[config.mk]
export PLATFORM = sky130hd
export DESIGN_NAME = mult_operand_sequencer
export DESIGN_NICKNAME = d
export VERILOG_FILES = /design/src/rtl/mult_operand_sequencer.sv
export SDC_FILE = /design/constraint.sdc
export NUM_CORES = 1
export LEC_CHECK = 0
export ABC_AREA = 1
export BUFFER_PORTS_ARGS = -buffer_cell sky130_fd_sc_hd__buf_2
export CORE_AREA = 2 2 103 125
export DETAILED_ROUTE_END_ITERATION = 7
export DIE_AREA = 0 0 105 127
export GPL_TIMING_DRIVEN = 0
export PLACE_DENSITY = 0.84
export SLEW_MARGIN = 10
export SYNTH_ARGS = -nofsm -noshare
export SYNTH_HDL_FRONTEND = slang
export SYNTH_SLANG_ARGS = --single-unit
[constraint.sdc]
create_clock -name Clk -period 1.55 [get_ports Clk]
set_clock_uncertainty 0.15 [all_clocks]
set_input_delay 0.155 -clock Clk [delete_from_list [all_inputs] [get_ports Clk]]
set_output_delay 0.155 -clock Clk [all_outputs]
set_load 0.02 [all_outputs]
[src/rtl/mult_operand_sequencer.sv]
// rtl/mult_operand_sequencer.sv - operand register and settle-timer front end for a combinational array multiplier
module mult_operand_sequencer #(
    parameter int INPUT_BIT_SIZE  = 32,
    parameter int OUTPUT_BIT_SIZE = 2 * INPUT_BIT_SIZE,
    parameter int SETTLE_CYCLES   = 2
) (
    input  logic                       Clk,
    input  logic                       Reset,
    input  logic                       InValid,
    output logic                       InReady,
    input  logic [INPUT_BIT_SIZE-1:0]  OpA,
    input  logic [INPUT_BIT_SIZE-1:0]  OpB,
    output logic [INPUT_BIT_SIZE-1:0]  InA,
    output logic [INPUT_BIT_SIZE-1:0]  InB,
    input  logic [OUTPUT_BIT_SIZE-1:0] MultOut,
    output logic                       OutValid,
    input  logic                       OutReady,
    output logic [OUTPUT_BIT_SIZE-1:0] Product,
    output logic                       Busy
);

    localparam int CW = $clog2(SETTLE_CYCLES + 1);

    typedef enum logic [1:0] {
        IDLE   = 2'd0,
        SETTLE = 2'd1,
        HOLD   = 2'd2
    } state_t;

    state_t        state;
    state_t        next_state;
    logic [CW-1:0] cnt;
    logic          accept;
    logic          capture;

    // Reset gates InReady so no pair looks accepted while the block is held in reset.
    assign InReady = Reset && ((state == IDLE) || ((state == HOLD) && OutReady));
    assign Busy    = (state != IDLE);
    assign accept  = InValid && InReady;

    always_comb begin
        next_state = state;
        capture    = 1'b0;
        case (state)
            IDLE: begin
                if (accept) begin
                    next_state = SETTLE;
                end
            end
            SETTLE: begin
                if (cnt == CW'(1)) begin
                    capture    = 1'b1;
                    next_state = HOLD;
                end
            end
            HOLD: begin
                if (OutReady) begin
                    next_state = InValid ? SETTLE : IDLE;
                end
            end
            default: next_state = IDLE;
        endcase
    end

    always_ff @(posedge Clk or negedge Reset) begin
        if (!Reset) begin
            state    <= IDLE;
            cnt      <= '0;
            InA      <= '0;
            InB      <= '0;
            Product  <= '0;
            OutValid <= 1'b0;
        end else begin
            state <= next_state;
            if (accept) begin
                InA <= OpA;
                InB <= OpB;
                cnt <= CW'(SETTLE_CYCLES);
            end else if (state == SETTLE) begin
                cnt <= cnt - CW'(1);
            end
            if (capture) begin
                Product  <= MultOut;
                OutValid <= 1'b1;
            end else if ((state == HOLD) && OutReady) begin
                OutValid <= 1'b0;
            end
        end
    end

endmodule

# After elaboration in Yosys (flattened, before gate mapping)
# Cells that the tools add are included.
word_totals:
  reg_bits: 133
  latch_bits: 0
  mem_bits_rw: 0
  romBits: 0
  output_inout_bits: 131
  n_memories: 0
classes:
  add_sub_neg: 1
  n_mul: 0
  n_div: 0
  n_lt_le_gt_ge: 0
  eq_ne: 6
  shift: 0
  mux: 11
  bitwise: 0
  n_reduce_logical: 9
op_table:
  columns: ["cell", "count"]
  rows:
  - ["$mux W2", 5]
  - ["$ne A2 B2 Y1 const B", 3]
  - ["$pmux W2 S3", 1]
  - ["$reduce_bool A2 Y1", 3]
  - ["$mux W1", 5]
  - ["$eq A2 B1 Y1 const B", 2]
  - ["$logic_and A1 B1 Y1", 3]
  - ["$reduce_and A3 Y1", 1]
  - ["$eq A2 B2 Y1 const B", 1]
  - ["$logic_not A2 Y1", 1]
  - ["$sub A2 B1 Y2 const B", 1]
  - ["$logic_or A1 B1 Y1", 1]

# Depth between registers and ports, before layout
# Gate-level depths: netlist (run 1).
depth:
  word_depth: 7
  mapped_depth: 9

# Worst setup path before layout (run 1)
# No wires, ideal clock.
synth_timing:
  path_type: "reg-to-output"
  from: "register state[0]"
  to: "output port InReady"
  arrival_time_ps: 1253
  required_ps: 1245
  slack_ps: -8
  path_stages_with_launch: 6
  n_path_buf: 2
  cell_sequence: "dfrtp_1 > a21oi_2 > buf_2 > buf_2 > inv_1 > nor2_1"
synth_between:
  elab_chain_cells: 4
  elab_cells_between_ends: 5
  classes_between: "1 x eq/ne; 4 x reduce/logical"
synth_lines:
  columns: ["element", "line", "source"]
  rows:
  - ["start, declared", "30", "state_t state;"]
  - ["start signal, assigned", "74", "state <= next_state;"]
  - ["$eq A2 B2 Y1", "37", "assign InReady = Reset && ((state == IDLE) || ((state == HOLD) && OutReady));"]
  - ["$logic_and A1 B1 Y1", "37", null]
  - ["$logic_or A1 B1 Y1 (*)", "37", null]
  - ["$logic_and A1 B1 Y1 (*)", "37", null]
  - ["end, declared", "10", "output logic InReady,"]
# Every way passes the cells marked *; elsewhere a longest branch is shown, timed or not.

# Final worst setup path (run 1)
layout_timing:
  from: "register state[1]"
  to: "output port InReady"
# The elaborated chain is that of the path after synthesis.

==> results of run 1 <==
-- power groups by stage --
stage	Sequential, mW	Combinational (mW)	Clock [mW]
global route	6.41	9.73	4.42
floorplan	8.07	3.02	0
CTS	6.07	8.42	4.24
global placement	6.04	7.74	0
finish	6.32	9.08	4.23
detailed placement	6.08	7.95	0
-- critical path, delay by kind of cell, from the launching register on --
kind,cells,cell delay (ns)
flip-flops,1,0.44
buffers and inverters,4,0.37
AO/OA/AOI/OAI,1,0.20
AND/OR/NAND/NOR,1,0.07
-- layer usage --
| layer | GRT usage | wire (um) | vias up | share of wire |
|---|---|---|---|---|
| met5 | 0 | 0 | - | 0 |
| met4 | 0.151 | 841 | 0 | 0.038 |
| met3 | 0.0878 | 2290 | 89 | 0.10 |
| met2 | 0.570 | 10900 | 507 | 0.49 |
| met1 | 0.369 | 8180 | 3026 | 0.37 |
| li1 | - | - | 2815 | - |
-- sequential cells by signal (all words and copies together), names as in the netlist --
signal / cells
state: 2
InB: 32
OutValid: 1
Product: 64
cnt: 2
InA: 32
-- kinds of logic (layout without fill, tap and decap cells) --
family | Yosys count | after routing
buffers and inverters | 61 | 493
adder cells (fa/ha/maj) | 1 | 1
AND/OR/NAND/NOR | 400 | 400
flip-flops | 133 | 133
AO/OA/AOI/OAI | 6 | 6
-- worst paths after layout --
kind	from	endpoint	depth (start not counted)
worst max-delay path	state[1]	InReady	6
worst min-delay path	Reset	Product[18]	1
worst max register to register	state[1]	InB[5]	7
worst min register to register	InB[25]	InB[25]	2
max in group asynchronous	Reset	Product[12]	2
min in group Clk	InValid	state[0]	5
-- metrics by stage --
step,area (um^2),utilization
floorplan,5470,-
global placement,6980,0.582
detailed placement,7010,0.584
CTS,9010,0.751
global route,9140,0.761
finish,9140,0.761
-- synth_stat cells --
cell type,instances,area [um^2]
nand2_1,265,995
inv_2,1,3.75
buf_4,5,37.5
dfrtp_1,133,3330
ha_1,1,12.5
nand3_1,66,330
nor3_1,1,5.00
a21oi_1,1,5.00
a21oi_2,1,8.76
nor2_1,3,11.3
clkbuf_1,12,45.0
nand4_1,64,400
buf_6,10,113
o21ai_0,4,20.0
buf_2,15,75.1
nand2_2,1,6.26
inv_1,11,41.3
buf_1,7,26.3
-- area by class of cell --
| class | instances | area share |
|---|---|---|
| multi-input cells | 407 | 0.199 |
| clock buffers | 19 | 0.0485 |
| well taps | 161 | 0.0220 |
| repair buffers | 400 | 0.298 |
| flip-flops and latches | 133 | 0.364 |
| inverters | 12 | 0.00520 |
| plain buffers | 49 | 0.0433 |
| clock inverters | 13 | 0.0189 |
-- repair_timing --
| item | 4_1_cts | 5_1_grt |
|---|---|---|
| setup buffers | 3 | 4 |
| gates cloned | 0 | 2 |
| hold endpoints to repair | 252 | 133 |
| pin swaps | 1 | 1 |
| endpoints found under the setup margin | 112 | 115 |
| resized for setup | 27 | 42 |
==> metrics.md, run 1 <==
| Metric | Value |
|---|---|
| Post-synthesis compound-gate area fraction | `0.00618` |
| Die area | `13300 um^2` |
| Post-Synthesis Net Count | `734` |
| CP max FO | `4` |
| Row count | `44` |
| Fraction of the mapped netlist area in simple logic gates | `0.320` |
| Initial Util | `0.455` |
| Largest family of logic cells by synthesized area | `simple AND/OR/NAND/NOR gates` |
| Mapped Cells | `601` |
| Total grt overflow | `0` |
| Crit-path max cell delay | `0.44 ns` |
| Input/output buffers | `262` |
| Worst EP required | `1.24 ns` |
| Inserted Clock Buffers | `17` |
| Boundary pin count | `263` |
| Via count | `6437` |
| N_diodes | `0` |
| Clk Latency, worst-skew pair | `0.41 ns` |
| Slew @ Worst Pin | `0.566 ns` |
| Internal power | `10.9 mW` |
| Netlist cell types | `18` |
| GR Util All Layers | `0.325` |
| Global-route wire length before repair | `34000 um` |
| Final Hold Violating Endpoints | `133` |
| Die Span X | `105 um` |
| Post-synthesis sequential area ratio | `0.609` |
| Post-synthesis xor/xnor area fraction | `0` |
| Vias in the first global route | `6515` |
| Worst vdd ir | `1090 uV` |
| Fin crit share | `1.16` |
| CTS H-tree depth | `4` |
| Clock root buffer | `clkbuf_16` |
| Highest clock rate | `558 MHz` |
| Non-filler cells, final | `1194` |
| DRT antenna net count | `0` |
| Post-route DRC | `0` |
| Final setup vio count | `29` |
| Syn_area_per_cell | `9.09 um^2` |
| Place WS | `-0.756 ns` |
| # nets final | `1153` |
| CP cell instances | `a21oi_4, buf_6, buf_8, inv_4, nor2_4, buf_6` |
| Register area | `3330 um^2` |
| Clock network power share | `0.215` |
| Dpl cells | `1025` |
| Synth-to-layout area growth | `67.3%` |
| Hold buffer count at cts | `129` |
| Most common cell after layout, fill and taps aside | `buf_2` |
| Multi-input gate area | `1820 um^2` |
| DR vias/cell | `5.39` |
| Register share of total power | `0.322` |
| Crit path DAT | `1.49 ns` |
| PD cells | `2150 nW/um^2` |
| Crit path top cell by count | `buf_6` |
| Final Wtd Congestion | `0.793` |
| Total Neg Setup Slack | `-1.09 ns` |
| Violated checks | `negative hold slack, negative setup slack` |
| Initial antenna violation count | `0` |
| Fraction of layout cells with a size suffix above 1 | `0.345` |
| Core area | `12000 um^2` |
| P_sw | `8.71 mW` |
| Setup Crit Path Kind | `register to output port` |
| Die height | `127 um` |
| Final WS setup | `-0.244 ns` |
| Setup crit start kind | `register` |
| Cell Area, Synth | `5460 um^2` |
| Synth Register Bits | `133` |
| Static Leak | `5.04 nW` |
| Hold WS | `-0.517 ns` |
| Commonest non-fill, non-tap cells in the layout | `271 x buf_2, 262 x nand2_1, 131 x dfrtp_1` |
| Post-Synth Adder-Cell Area | `0.00229` |
| Gate power share | `0.463` |
| Reg2Reg Setup Slack | `-0.09 ns` |
| Slew HR | `0.623` |
| WL per Instance | `18.6 um` |
| Final Power | `19.6 mW` |
| DRT iter0 DRCs | `628` |
| CTS Sinks | `133` |
| Slowest cell on crit path | `dfrtp_2` |
| Max Cap Viol | `0` |
| Slew Viols, Final | `0` |
| Fillers | `730` |
| Mux cell area share after synthesis | `0` |
| Final WL | `22200 um` |
| Status | `finished with violations` |
| Hold Path Class | `primary input to asynchronous set/reset pin` |
| Crit end category | `output port` |
| Yosys warns | `0` |
| CTS tree | `yes` |
| DP HPWL | `11900 um` |
| Switching Share | `0.444` |
| Initial DRT Pass Iterations | `7` |
| Largest net degree at the start of global routing | `73` |
| Clock transition at the registers of the reported paths | `0.06 ns` |
| RSZ-0062 raised after global routing | `yes` |
| Longest Clk Path Bufs | `2` |
| Minimum clock period | `1.79 ns` |
Note: power is estimated with default switching activity, not from simulation.
==> run 2: changes to the inputs <==
Settings changed: SKIP_CTS_REPAIR_TIMING set to 1.
==> metrics.md, run 2 (synthesis gave the netlist of run 1 again) <==
| Metric | Value |
|---|---|
| Status | `finished with violations` |
| Violated checks | `negative hold slack, negative setup slack` |
| Core area | `12000 um^2 (unchanged)` |
| WL per Instance | `19.1 um (+2.7%)` |
| Crit end category | `output port` |
| Fraction of layout cells with a size suffix above 1 | `0.342 (-0.00290)` |
| Die Span X | `105 um (unchanged)` |
| Slew HR | `0.631 (+0.00804)` |
| Total grt overflow | `0 (unchanged)` |
| Max Cap Viol | `0 (unchanged)` |
| CTS H-tree depth | `4 (unchanged)` |
| Final Hold Violating Endpoints | `133 (unchanged)` |
| # nets final | `1153 (unchanged)` |
| Die area | `13300 um^2 (unchanged)` |
| Util after Layout | `0.756 (-0.00500)` |
| Clock root buffer | `clkbuf_16` |
| Die height | `127 um (unchanged)` |
| Largest regs | `Product (64), InA (32), InB (32)` |
| Slew Viols, Final | `0 (unchanged)` |
| CTS Sinks | `133 (unchanged)` |
| Static Leak | `5.02 nW (-0.35%)` |
| Reg2reg path depth | `6 (-1)` |
| Fin crit share | `1.17 (+0.0122)` |
| CP max FO | `6 (+2)` |
| Max FFs per register | `64 (unchanged)` |
| Vias in the first global route | `5185 (-20%)` |
| Most common cell after layout, fill and taps aside | `buf_2` |
| Final WL | `22800 um (+2.7%)` |
| Worst EP required | `1.24 ns (about the same)` |
| Input/output buffers | `262 (unchanged)` |
| Reg2reg start | `cnt[1]` |
| Boundary pin count | `263 (unchanged)` |
| Largest net degree at the start of global routing | `73 (unchanged)` |
| Slew @ Worst Pin | `0.553 ns (-0.0121 ns)` |
| Setup Crit Path Kind | `register to output port` |
| Initial antenna violation count | `0 (unchanged)` |
| Clock transition at the registers of the reported paths | `0.06 ns (about the same)` |
| Crit path DAT | `1.51 ns (+0.02 ns)` |
| Reg2Reg Setup Slack | `-0.09 ns (about the same)` |
| Hold Path Class | `primary input to asynchronous set/reset pin` |
| Global-route wire length before repair | `25500 um (-25%)` |
| Commonest non-fill, non-tap cells in the layout | `274 x buf_2, 265 x nand2_1, 131 x dfrtp_1` |
| DRT iter0 DRCs | `580 (-7.6%)` |
| Setup crit start kind | `register` |
| DP HPWL | `11900 um (unchanged)` |
| RSZ-0062 raised after global routing | `yes` |
| PD cells | `2150 nW/um^2 (+0.24%)` |
| Place WS | `-0.756 ns (unchanged)` |
| Highest clock rate | `552 MHz (-1.0%)` |
| N_diodes | `0 (unchanged)` |
| DR vias/cell | `5.46 (+1.2%)` |
| Total Neg Setup Slack | `-2.45 ns (-1.36 ns)` |
| Minimum clock period | `1.81 ns (+0.0188 ns)` |
| Row count | `44 (unchanged)` |
| Final Power | `19.5 mW (-0.42%)` |
| Synth-to-layout area growth | `66.2%` |
| Inserted Clock Buffers | `17 (unchanged)` |
| Initial Util | `0.455 (unchanged)` |
| Initial DRT Pass Iterations | `6 (-1)` |
| Hold WS | `-0.523 ns (-0.00617 ns)` |
| Via count | `6515 (+1.2%)` |
| Post-route DRC | `0 (unchanged)` |
| Worst vdd ir | `1090 uV (-0.27%)` |
| GR Util All Layers | `0.241 (-0.0836)` |
| CTS tree | `yes` |
| Largest reg by FF count | `Product` |
| FF-to-FF End | `Product[20]` |
| Final WS setup | `-0.262 ns (-0.0188 ns)` |
| Final Wtd Congestion | `0.793 (unchanged)` |
| Final setup vio count | `66 (+130%)` |
| Clk Latency, worst-skew pair | `0.41 ns (about the same)` |
| Longest Clk Path Bufs | `2 (unchanged)` |
| DRT antenna net count | `0 (unchanged)` |
[run 2: cell types whose count changed in the layout (fill, tap and decap cells not counted), sizes merged]
cell,before,now
buf,310,305
clkbuf,29,34
[run 2: critical path: stages, from the launching register on]
cell and delay (ns):
dfrtp_2 0.44, a21oi_4 0.17, buf_6 0.15, buf_8 0.09
inv_2 0.02, nor2_2 0.08, buf_6 0.13
[run 2: power by group]
| group | switching, mW | internal, mW |
|---|---|---|
| Sequential | 1.11 | 5.17 |
| Combinational | 5.96 | 3.04 |
| Clock | 1.66 | 2.60 |
[run 2: layout make-up]
| type | instances | area, um^2 |
|---|---|---|
| Buffer | 49 | 348 |
| Clock buffer | 19 | 443 |
| Clock inverter | 13 | 173 |
| Fill cell | 702 | 2920 |
| Inverter | 12 | 45.0 |
| Multi-Input combinational cell | 407 | 1810 |
| Sequential cell | 133 | 3330 |
| Tap cell | 161 | 201 |
| Timing Repair Buffer | 400 | 2730 |
[run 2: how the worst max path moves through the flow]
stage          startpoint      end  slack, ns
4_1_cts          state[0]  InReady      -0.66
6_report         state[1]  InReady      -0.26
5_1_grt          state[1]  InReady      -0.35
3_5_place_dp        Reset  InB[23]      -0.76
3_3_place_gp        Reset  InB[23]      -2.29
2_1_floorplan    state[0]  InReady       0.07
[run 2: layer usage]
| metal | routed length, um | part of all wire | up-vias | GRT usage |
|---|---|---|---|---|
| met4 | 855 | 0.037 | 0 | 0.0737 |
| met2 | 11600 | 0.51 | 510 | 0.411 |
| met5 | 0 | 0 | - | 0 |
| met1 | 8070 | 0.35 | 3097 | 0.287 |
| met3 | 2340 | 0.10 | 95 | 0.0883 |
| li1 | - | - | 2813 | - |
[run 2: per-stage QoR]
| stage | instance area [um^2] | hold WS (ns) | std cells |
|---|---|---|---|
| 3_5_place_dp | 7010 | 0.0306 | 1025 |
| 2_1_floorplan | 5470 | -0.291 | 601 |
| 3_3_place_gp | 6980 | 0.236 | 1024 |
| 4_1_cts | 7630 | -0.408 | 1057 |
| 6_report | 9080 | -0.523 | 1194 |
| 5_1_grt | 9080 | -0.496 | 1194 |
